## src/rtl/instr_fetch_unit.sv

```systemverilog
// Fetch stage for a falling-edge-latched instruction ROM: owns the PC, captures
// returned words on the rising edge, and handles stall, redirect and halt.
module instr_fetch_unit #(
  parameter int ADDR_WIDTH = 5,
  parameter int DATA_WIDTH = 32,
  parameter logic [DATA_WIDTH-1:0] HALT_WORD = 32'hFC00_0000
) (
  input  logic                  clock,
  input  logic                  reset,
  input  logic                  stall,
  input  logic                  branch_taken,
  input  logic [ADDR_WIDTH-1:0] branch_target,
  output logic [ADDR_WIDTH-1:0] imem_address,
  input  logic [DATA_WIDTH-1:0] imem_data,
  output logic [DATA_WIDTH-1:0] instr,
  output logic [ADDR_WIDTH-1:0] instr_pc,
  output logic                  instr_valid,
  output logic                  halted,
  output logic [1:0]            state_dbg
);

  // Handshake: instr_valid=1 marks a live (instr, instr_pc) pair; decode holds
  // it by raising stall, which freezes every fetch register until released.
  typedef enum logic [1:0] {
    S_IDLE    = 2'd0,
    S_FETCH   = 2'd1,
    S_STALLED = 2'd2,
    S_HALTED  = 2'd3
  } state_e;

  state_e                  state_q, state_d;
  logic [ADDR_WIDTH-1:0]   pc_q, pc_d;
  logic [DATA_WIDTH-1:0]   instr_q, instr_d;
  logic [ADDR_WIDTH-1:0]   instr_pc_q, instr_pc_d;
  logic                    valid_q, valid_d;
  logic                    halted_q, halted_d;

  logic redirect;
  logic capture;
  logic is_halt;

  assign redirect = branch_taken && (state_q != S_HALTED);
  assign capture  = !branch_taken && !stall &&
                    ((state_q == S_FETCH) || (state_q == S_STALLED));
  assign is_halt  = (imem_data == HALT_WORD);

  always_ff @(posedge clock) begin
    if (reset) begin
      state_q    <= S_IDLE;
      pc_q       <= '0;
      instr_q    <= '0;
      instr_pc_q <= '0;
      valid_q    <= 1'b0;
      halted_q   <= 1'b0;
    end else begin
      state_q    <= state_d;
      pc_q       <= pc_d;
      instr_q    <= instr_d;
      instr_pc_q <= instr_pc_d;
      valid_q    <= valid_d;
      halted_q   <= halted_d;
    end
  end

  always_comb begin
    state_d = state_q;
    case (state_q)
      S_IDLE:    state_d = S_FETCH;
      S_FETCH,
      S_STALLED: begin
        if (branch_taken)  state_d = S_FETCH;
        else if (stall)    state_d = S_STALLED;
        else if (is_halt)  state_d = S_HALTED;
        else               state_d = S_FETCH;
      end
      S_HALTED:  state_d = S_HALTED;
      default:   state_d = S_IDLE;
    endcase
  end

  always_comb begin
    pc_d       = pc_q;
    instr_d    = instr_q;
    instr_pc_d = instr_pc_q;
    valid_d    = valid_q;
    halted_d   = halted_q;
    if (redirect) begin
      // Wrong-path word in flight is dropped; target word arrives next cycle.
      pc_d    = branch_target;
      valid_d = 1'b0;
    end else if (capture) begin
      if (is_halt) begin
        valid_d  = 1'b0;
        halted_d = 1'b1;
      end else begin
        instr_d    = imem_data;
        instr_pc_d = pc_q;
        valid_d    = 1'b1;
        pc_d       = pc_q + ADDR_WIDTH'(1);
      end
    end
  end

  assign imem_address = pc_q;
  assign instr        = instr_q;
  assign instr_pc     = instr_pc_q;
  assign instr_valid  = valid_q;
  assign halted       = halted_q;
  assign state_dbg    = state_q;

endmodule

```

## config.mk

```make
export PLATFORM = sky130hd
export DESIGN_NAME = instr_fetch_unit
export DESIGN_NICKNAME = d
export VERILOG_FILES = /design/src/rtl/instr_fetch_unit.sv
export SDC_FILE = /design/constraint.sdc
export NUM_CORES = 1
export LEC_CHECK = 0
export CAP_MARGIN = 40
export CORE_MARGIN = 3
export CORE_UTILIZATION = 41
export DETAILED_ROUTE_END_ITERATION = 10
export PLACE_DENSITY = 0.79
export SLEW_MARGIN = 20
export SYNTH_ARGS = -nofsm -noshare
export SYNTH_HDL_FRONTEND = slang
export SYNTH_SLANG_ARGS = --single-unit
```

## constraint.sdc

```tcl
create_clock -name clock -period 1.9 [get_ports clock]
set_input_delay 0.38 -clock clock [delete_from_list [all_inputs] [get_ports clock]]
set_output_delay 0.38 -clock clock [all_outputs]
set_load 0.005 [all_outputs]
```

After elaboration in Yosys (flattened, before gate mapping)
Index checks and enable logic that the tools add are counted.

Register bits: 46. Bits of input ports: 41. Output and inout bits: 46. Logic and storage cells: 36.

Add/sub/neg operators: 1. Equality and inequality tests: 6. Mux-type cells: 8. Bitwise operators: 2. Reduce and logical (&&, ||, !) cells: 13.

Operator list (number): $eq 32x32->1 const B (1); $mux 5 (3); $mux 2 (3); $pmux 2 s3 (1); $reduce_and 3->1 (2); $add 5x1->5 const B (1); $eq 2x2->1 const B (2); $ne 2x2->1 const B (2); $reduce_or 2->1 (2); $logic_and 1x1->1 (3); $eq 2x1->1 const B (1); $logic_not 1->1 (2); $logic_not 2->1 (1); $not 1->1 (2); $reduce_and 2->1 (1); $reduce_bool 2->1 (1); $logic_or 1x1->1 (1); $mux 1 (1).

Longest topological paths before layout
Gate-level depths: netlist of the first run.

Word-level depth: 5. Gate-level depth with buffers: 7. Depth with buffers taken out: 7.

Worst setup path before layout of the first run
OpenSTA, ideal clock, no wires.

Path kind: reg-to-reg. Start point: register state_q[0], in the netlist state_dbg[0]. End point: register pc_q[3], in the netlist imem_address[3]. Setup time: 0.086 ns. Data arrival time: 1.653 ns. Data required time: 1.814 ns. Path slack: 0.162 ns. Cell stages (with the launch flop): 8. Path buffers: 0. Clock period less this slack: 1.738 ns. Path through: dfxtp_1 > inv_1 > ha_1 > nor3b_2 > and4_1 > o21ai_0 > xor2_1 > a211oi_1.

Cells in the longest elaborated chain, start to end: 5. Elaborated cells on any way between the ends: 10. Those cells by class: 4 x eq/ne; 1 x mux; 5 x reduce/logical.

Ends and longest elaborated chain: start: declaration (line 31) `state_e state_q, state_d;`; start signal: assignment (line 56) `state_q <= state_d;`; $eq 2x1->1 / $eq 2x2->1 (equally long branches) (line 44) `((state_q == S_FETCH) || (state_q == S_STALLED));`; $logic_or 1x1->1 (line 44); $logic_and 1x1->1 (line 43) `assign capture = !branch_taken && !stall &&`; $reduce_bool 2->1 (no line); $reduce_and 2->1 (no line); end signal: assignment (line 57) `pc_q <= pc_d;`; end: declaration (line 32) `logic [ADDR_WIDTH-1:0] pc_q, pc_d;`.

Several ways; a longest one is shown, not always the timed one. A chain may end at the register's enable or synchronous reset.

Final worst setup path of the first run
Start point: input imem_data[29]. End point: register instr_pc_q[3], in the netlist instr_pc[3].

Cells in the longest elaborated chain, start to end: 3.

Ends and longest elaborated chain: start: declaration (line 14) `input logic [DATA_WIDTH-1:0] imem_data,`; $eq 32x32->1 (line 45) `assign is_halt = (imem_data == HALT_WORD);`; $not 1->1 (no line); $reduce_and 3->1 (no line); end signal: assignment (line 59) `instr_pc_q <= instr_pc_d;`; end: declaration (line 34) `logic [ADDR_WIDTH-1:0] instr_pc_q, instr_pc_d;`.

Every way passes these cells.

==> results of run 1 <==
[path summary, 6_finish.rpt]
check	cells past startpoint	end	startpoint
setup / recovery	8	instr_pc[3]	imem_data[29]
hold / removal	3	instr[31]	imem_data[31]
setup reg to reg	9	imem_address[3]	state_dbg[1]
hold reg to reg	2	halted	halted
[kinds of logic after synthesis]
family,synth area share (%)
AO/OA/AOI/OAI,6.200
XOR/XNOR,0.9335
adder cells (fa/ha/maj),2.000
buffers and inverters,4.000
flip-flops,49.07
multiplexers,20.27
AND/OR/NAND/NOR,17.53
[metrics by stage]
step	hold WS [ps]	setup slack, ps	power, uW
after global routing	373.5	-69.26	2102
after global placement	449.2	-505.7	1383
after floorplan	460.4	161.7	1171
after CTS	478.7	0.8755	2007
after detailed placement	468.5	-575.0	1387
final	360.5	38.59	2005
[routing by layer]
metal | vias to the layer above | track usage [%] | part of all wire (%) | wire [microns]
met4 | 0 | 3.622 | 0.60 | 30
met5 | - | 0 | 0 | 0
met3 | 4 | 7.661 | 8.2 | 409
li1 | 867 | - | - | -
met2 | 60 | 28.84 | 47 | 2348
met1 | 801 | 24.20 | 44 | 2228
[layout by cell type (no fill, tap or decap), types with 2 or more instances in the layout]
cell | Yosys | layout
dlymetal6s2s_1 | 0 | 11
dlygate4sd2_1 | 0 | 18
mux2i_2 | 0 | 2
inv_2 | 0 | 2
a2111oi_2 | 1 | 2
inv_1 | 6 | 4
mux2i_1 | 38 | 36
o21ai_0 | 4 | 4
nor2_1 | 50 | 50
clkbuf_8 | 0 | 6
nor4_2 | 1 | 3
a211oi_1 | 4 | 4
ha_1 | 3 | 2
and4_1 | 3 | 2
a21oi_1 | 2 | 2
dfxtp_2 | 0 | 2
xor2_1 | 2 | 2
buf_8 | 0 | 2
buf_4 | 3 | 21
buf_6 | 1 | 5
dfxtp_1 | 46 | 44
nor2b_1 | 2 | 2
nor4b_4 | 0 | 2
clkdlybuf4s50_1 | 0 | 57
[worst max-delay path: stages]
cell	delay, ps
clkdlybuf4s50_1	490
and4_4	240
nand4_4	100
o21ai_4	240
buf_6	160
buf_8	140
mux2i_2	220
nor2_1	60
[what timing repair did]
item,CTS,global route
endpoints found under the setup margin,42,43
setup buffers,4,3
cloned,1,1
pin swaps,11,13
gates resized for setup,37,22
[final cells by class]
type                       count  area (sq um)  area share [%]
clock buffer                   7         86.33           2.660
clock inverter                 1         5.005          0.1542
inverter                       6         22.52          0.6939
multi-input combinational    124         963.4           29.68
sequential                    46         923.4           28.45
tap                           50         62.56           1.928
timing repair buffer         117          1182           36.43
[sequential cells by signal, indices dropped and copies added (netlist names)]
register and cells:
halted 1, imem_address 5, state_dbg 2, instr 32, instr_valid 1, instr_pc 5
[power by group]
part           internal [uW]  switching, uW  total (uW)
sequential              1000           27.5        1030
combinational            233            143         377
clock                    294            306         599
[synthesized netlist by cell type (2+ instances only)]
library cell / count
and4_1: 3
nor2b_1: 2
a211oi_1: 4
clkbuf_1: 5
a2111oi_0: 2
mux2i_1: 38
o21ai_0: 4
buf_4: 3
a21oi_1: 2
nor2_1: 50
xor2_1: 2
dfxtp_1: 46
nor4_1: 4
inv_1: 6
ha_1: 3
nor4b_2: 2
==> flow_metrics.tcl, run 1 <==
set metrics [dict create \
    worst_ep_arrival_time_ps 2040 \
    critical_path_class "primary input to flop" \
    finClkSkew_ps 5.453 \
    yosysSeqAreaShare_pct 49.07 \
    drtIter0Drc 84 \
    postPlaceCellArea_sq_um 2913 \
    cts_sinks 46 \
    fill_cells 299 \
    relSlewSlack_pct 78.88 \
    p_leak_uw 0.001599 \
    ys_types 25 \
    netlist.area_leader.share_pct 49.07 \
    synth_flop_cell "dfxtp_1" \
    port_buffers 86 \
    finalSetupViolCount 0 \
    io_pins 87 \
    cp.required_ps 2080 \
    num_antenna_cells 0 \
    first_pass_iters 4 \
    post_drt_wl_per_cell_microns 14.29 \
    grtUsageTotal_pct 18.52 \
    antenna_found_initial 0 \
    vias 1732 \
    synthTopCellsByArea "dfxtp_1, mux2i_1, nor2_1" \
    die_x_microns 73.66 \
    cts_root_buf "clkbuf_8" \
    h-tree-depth 2 \
    dpl.hpwl_microns 3564 \
    post-route-period-util_pct 97.97 \
    area_delta_synth_final_pct 72.93 \
    grt_pass1_wl_microns 7810 \
    clkSlewWorstSetupHoldPaths_ps 80 \
    core_area_sq_um 4202 \
    ys_ff_latch 46 \
    slew_viol_final 0 \
    max_slew.worst_pin.slew_ps 308.8 \
    syn_area_sq_um 1877 \
    gp_congestion 0.7287 \
    routed_wl_microns 5016 \
    ys_warn_count 0 \
    synth_area_leader_cell "dfxtp_1" \
    hp-class "primary input to flop" \
    crit_path_end_kind "flop" \
    fp.dieH_microns 73.66 \
    synth_edf_count 0 \
    grt_pass1_vias 1676 \
    drc 0 \
    postSynthAreaPerCell_sq_um 10.14 \
    start_util_pct 44.67 \
    status "finished, final reports clean" \
    grt_max_degree 26 \
    final_nets 344 \
    clk-insertion-delay-late_ps 290 \
    layout-drive-gt1-share_pct 18.94 \
    row_count 23 \
    finalHoldViolations 0 \
    clock_path_buffers 2 \
    dpl.cell_count 334 \
    critPathMaxFanout 7 \
    syn-num-nets 229 \
    antenna_left 0 \
    overflow 0 \
    rsz0062_at_grt "yes" \
    vias_per_cell 4.934 \
    fmax_mhz 537.2 \
    start_kind "primary input" \
    power.density_nw_per_um2 617.7 \
    dieArea_sq_um 5425 \
    final_util_pct 77.25 \
    setup_tns_ps 0 \
    final_cell_area_sq_um 3246 \
    cts_buffers 5 \
    maxCapViolCount 0 \
    ctsHoldBuffers 0 \
    async_reset_ff_share_pct 0 \
    ir_drop_v 0.0004776 \
    synthCells 185 \
    cts_tree "done" \
    fin_cells 351 \
    fin_crit_ps 1861 \
    rrSetupSlack_ps 60 \
]
Note: power is estimated with default switching activity, not from simulation.
==> run 2, diff against run 1 <==
Settings changed: CTS_CLUSTER_DIAMETER from default to 80, CTS_CLUSTER_SIZE from default to 28.
==> results of run 2 <==
No change in the layout: final DEF, timing and power equal those of run 1.
==> run 3, diff against run 2 <==
Settings changed: HOLD_SLACK_MARGIN from default to 0.05, SETUP_SLACK_MARGIN from default to 0.5.
==> flow_metrics.tcl, run 3 (synthesized netlist as in run 1, its figures left out) <==
set metrics [dict create \
    finClkSkew_ps 7.377 \
    antenna_left 0 \
    status "finished, final reports clean" \
    critical_path_class "flop to flop" \
    p_seq_share_pct 47.0 \
    antenna_found_initial 0 \
    fin_crit_ps 1876 \
    cts_root_buf "clkbuf_8" \
    overflow 0 \
    clkSlewWorstSetupHoldPaths_ps 80 \
    intPower_uw 1655 \
    path_buf_inv 4 \
    clock_path_buffers 2 \
    layout-drive-gt1-share_pct 40.07 \
    max_stage_delay_ps 340 \
    p_switching_uw 536.9 \
    cts_sinks 46 \
    fp.dieH_microns 73.66 \
    grt_pass1_vias 1871 \
    drc 0 \
    crit_chain "inv_2, ha_4, nor3b_4, o21ai_4, buf_6, buf_6, buf_6, mux2i_2, nor2_1" \
    cpMostUsedCell "buf_6" \
    finalSetupViolCount 0 \
    final_common_cell "dlygate4sd2_1" \
    routed_wl_microns 6354 \
    p_leak_uw 0.001770 \
    swShare_pct 24.49 \
    die_x_microns 73.66 \
    clkPwrFrac_pct 34.2 \
    cts_tree "done" \
    max_slew.worst_pin.slew_ps 342.9 \
    vias_per_cell 5.221 \
    relSlewSlack_pct 77.09 \
    h-tree-depth 2 \
    rsz0062_at_grt "yes" \
    drtIter0Drc 123 \
    dieArea_sq_um 5425 \
    port_buffers 86 \
    start_kind "flop" \
    cp.required_ps 2090 \
    critPathMaxFanout 4 \
    grtUsageTotal_pct 21.95 \
    final_cell_mix "dlygate4sd2_1, nor2_1, mux2i_1, dfxtp_2, dfxtp_1" \
    grt_pass1_wl_microns 9059 \
    maxCapViolCount 0 \
    vias 1864 \
    clk-insertion-delay-late_ps 310 \
    postPlaceCellArea_sq_um 2940 \
    hold_ws_ps 324.7 \
    grt_max_degree 47 \
    num_antenna_cells 0 \
    p_comb_share_pct 18.8 \
    power.density_nw_per_um2 651.3 \
    crit_slowest_cell "dfxtp_2" \
    finalHoldViolations 0 \
    gp_congestion 0.7771 \
    fill_cells 266 \
    post_drt_wl_per_cell_microns 17.80 \
    critical_path.top_delay_family "buffers and inverters" \
    ir_drop_v 0.0004276 \
    dpl.hpwl_microns 3577 \
    row_count 23 \
    post-route-period-util_pct 98.75 \
    report.power.total_uw 2192 \
    io_pins 87 \
    slew_viol_final 0 \
    area_delta_synth_final_pct 79.33 \
    worst_ep_arrival_time_ps 2060 \
    crit_path_end_kind "flop" \
    hp-class "primary input to flop" \
    largest_register_ff_count 32 \
    first_pass_iters 4 \
    fmax_mhz 533.0 \
    final_nets 351 \
    cts_buffers 5 \
    start_util_pct 44.67 \
    final_cell_area_sq_um 3366 \
    core_area_sq_um 4202 \
]
[run 3: changes by cell type in the layout (fill, tap and decap cells not counted), moves of 10 or more]
cell and delta:
clkdlybuf4s50_1 -49, dlygate4sd2_1 +30, dfxtp_1 -23, dfxtp_2 +20, buf_2 +16, buf_6 +14
dlymetal6s2s_1 -10
[run 3: metal layers]
layer	global-route usage (%)	routed length, microns	vias to the layer above
met5	0	0	-
met4	8.048	159	0
met3	7.114	510	15
met2	37.80	3144	80
met1	25.19	2540	888
li1	-	-	881
[run 3: stage by stage]
stage	setup TNS [ps]	utilization (%)	instances	setup WS, ps
6_report	0	80.11	357	23.66
5_1_grt	-285.2	80.11	357	-43.74
4_1_cts	0	76.62	346	112.0
3_5_place_dp	-16600	69.98	327	-466.9
3_3_place_gp	-16990	69.98	327	-425.2
2_1_floorplan	0	-	185	237.6
[run 3: final cells by class]
type                       count  area, sq um  share of cell area [%]
clock buffer                   6        82.58                   2.454
tap                           50        62.56                   1.859
multi-input combinational    124         1080                   32.08
sequential                    46        959.7                   28.51
inverter                       6        22.52                  0.6691
clock inverter                 1        30.03                  0.8922
timing repair buffer         124         1129                   33.53
[run 3: power by group through the flow]
stage	registers, uW	clock network [uW]	logic, uW
global placement	1050	0	343
finish	1030	749	412
global route	1030	800	441
floorplan	1050	0	128
CTS	1030	750	364
detailed placement	1050	0	347
[run 3: repair_timing]
action,in CTS,in global routing
buffers inserted,10,11
endpoints found under the setup margin,91,48
resized for setup,196,37
hold buffers,0,0
pin swaps,24,29
gates cloned,2,0
[run 3: worst paths after layout]
check                           slack (ps)        end           from  cells past startpoint
worst max register to register          20  instr[24]   state_dbg[0]                      9
worst min-delay path                   320  instr[14]  imem_data[14]                      3
worst max-delay path                    20  instr[24]   state_dbg[0]                      9
worst min register to register         490  instr[29]      instr[29]                      2
[run 3: worst min-delay path, delay by kind of cell]
family        cells  cell delay [ps]
mux               1               60
buf+inv           1               80
simple gates      1               70
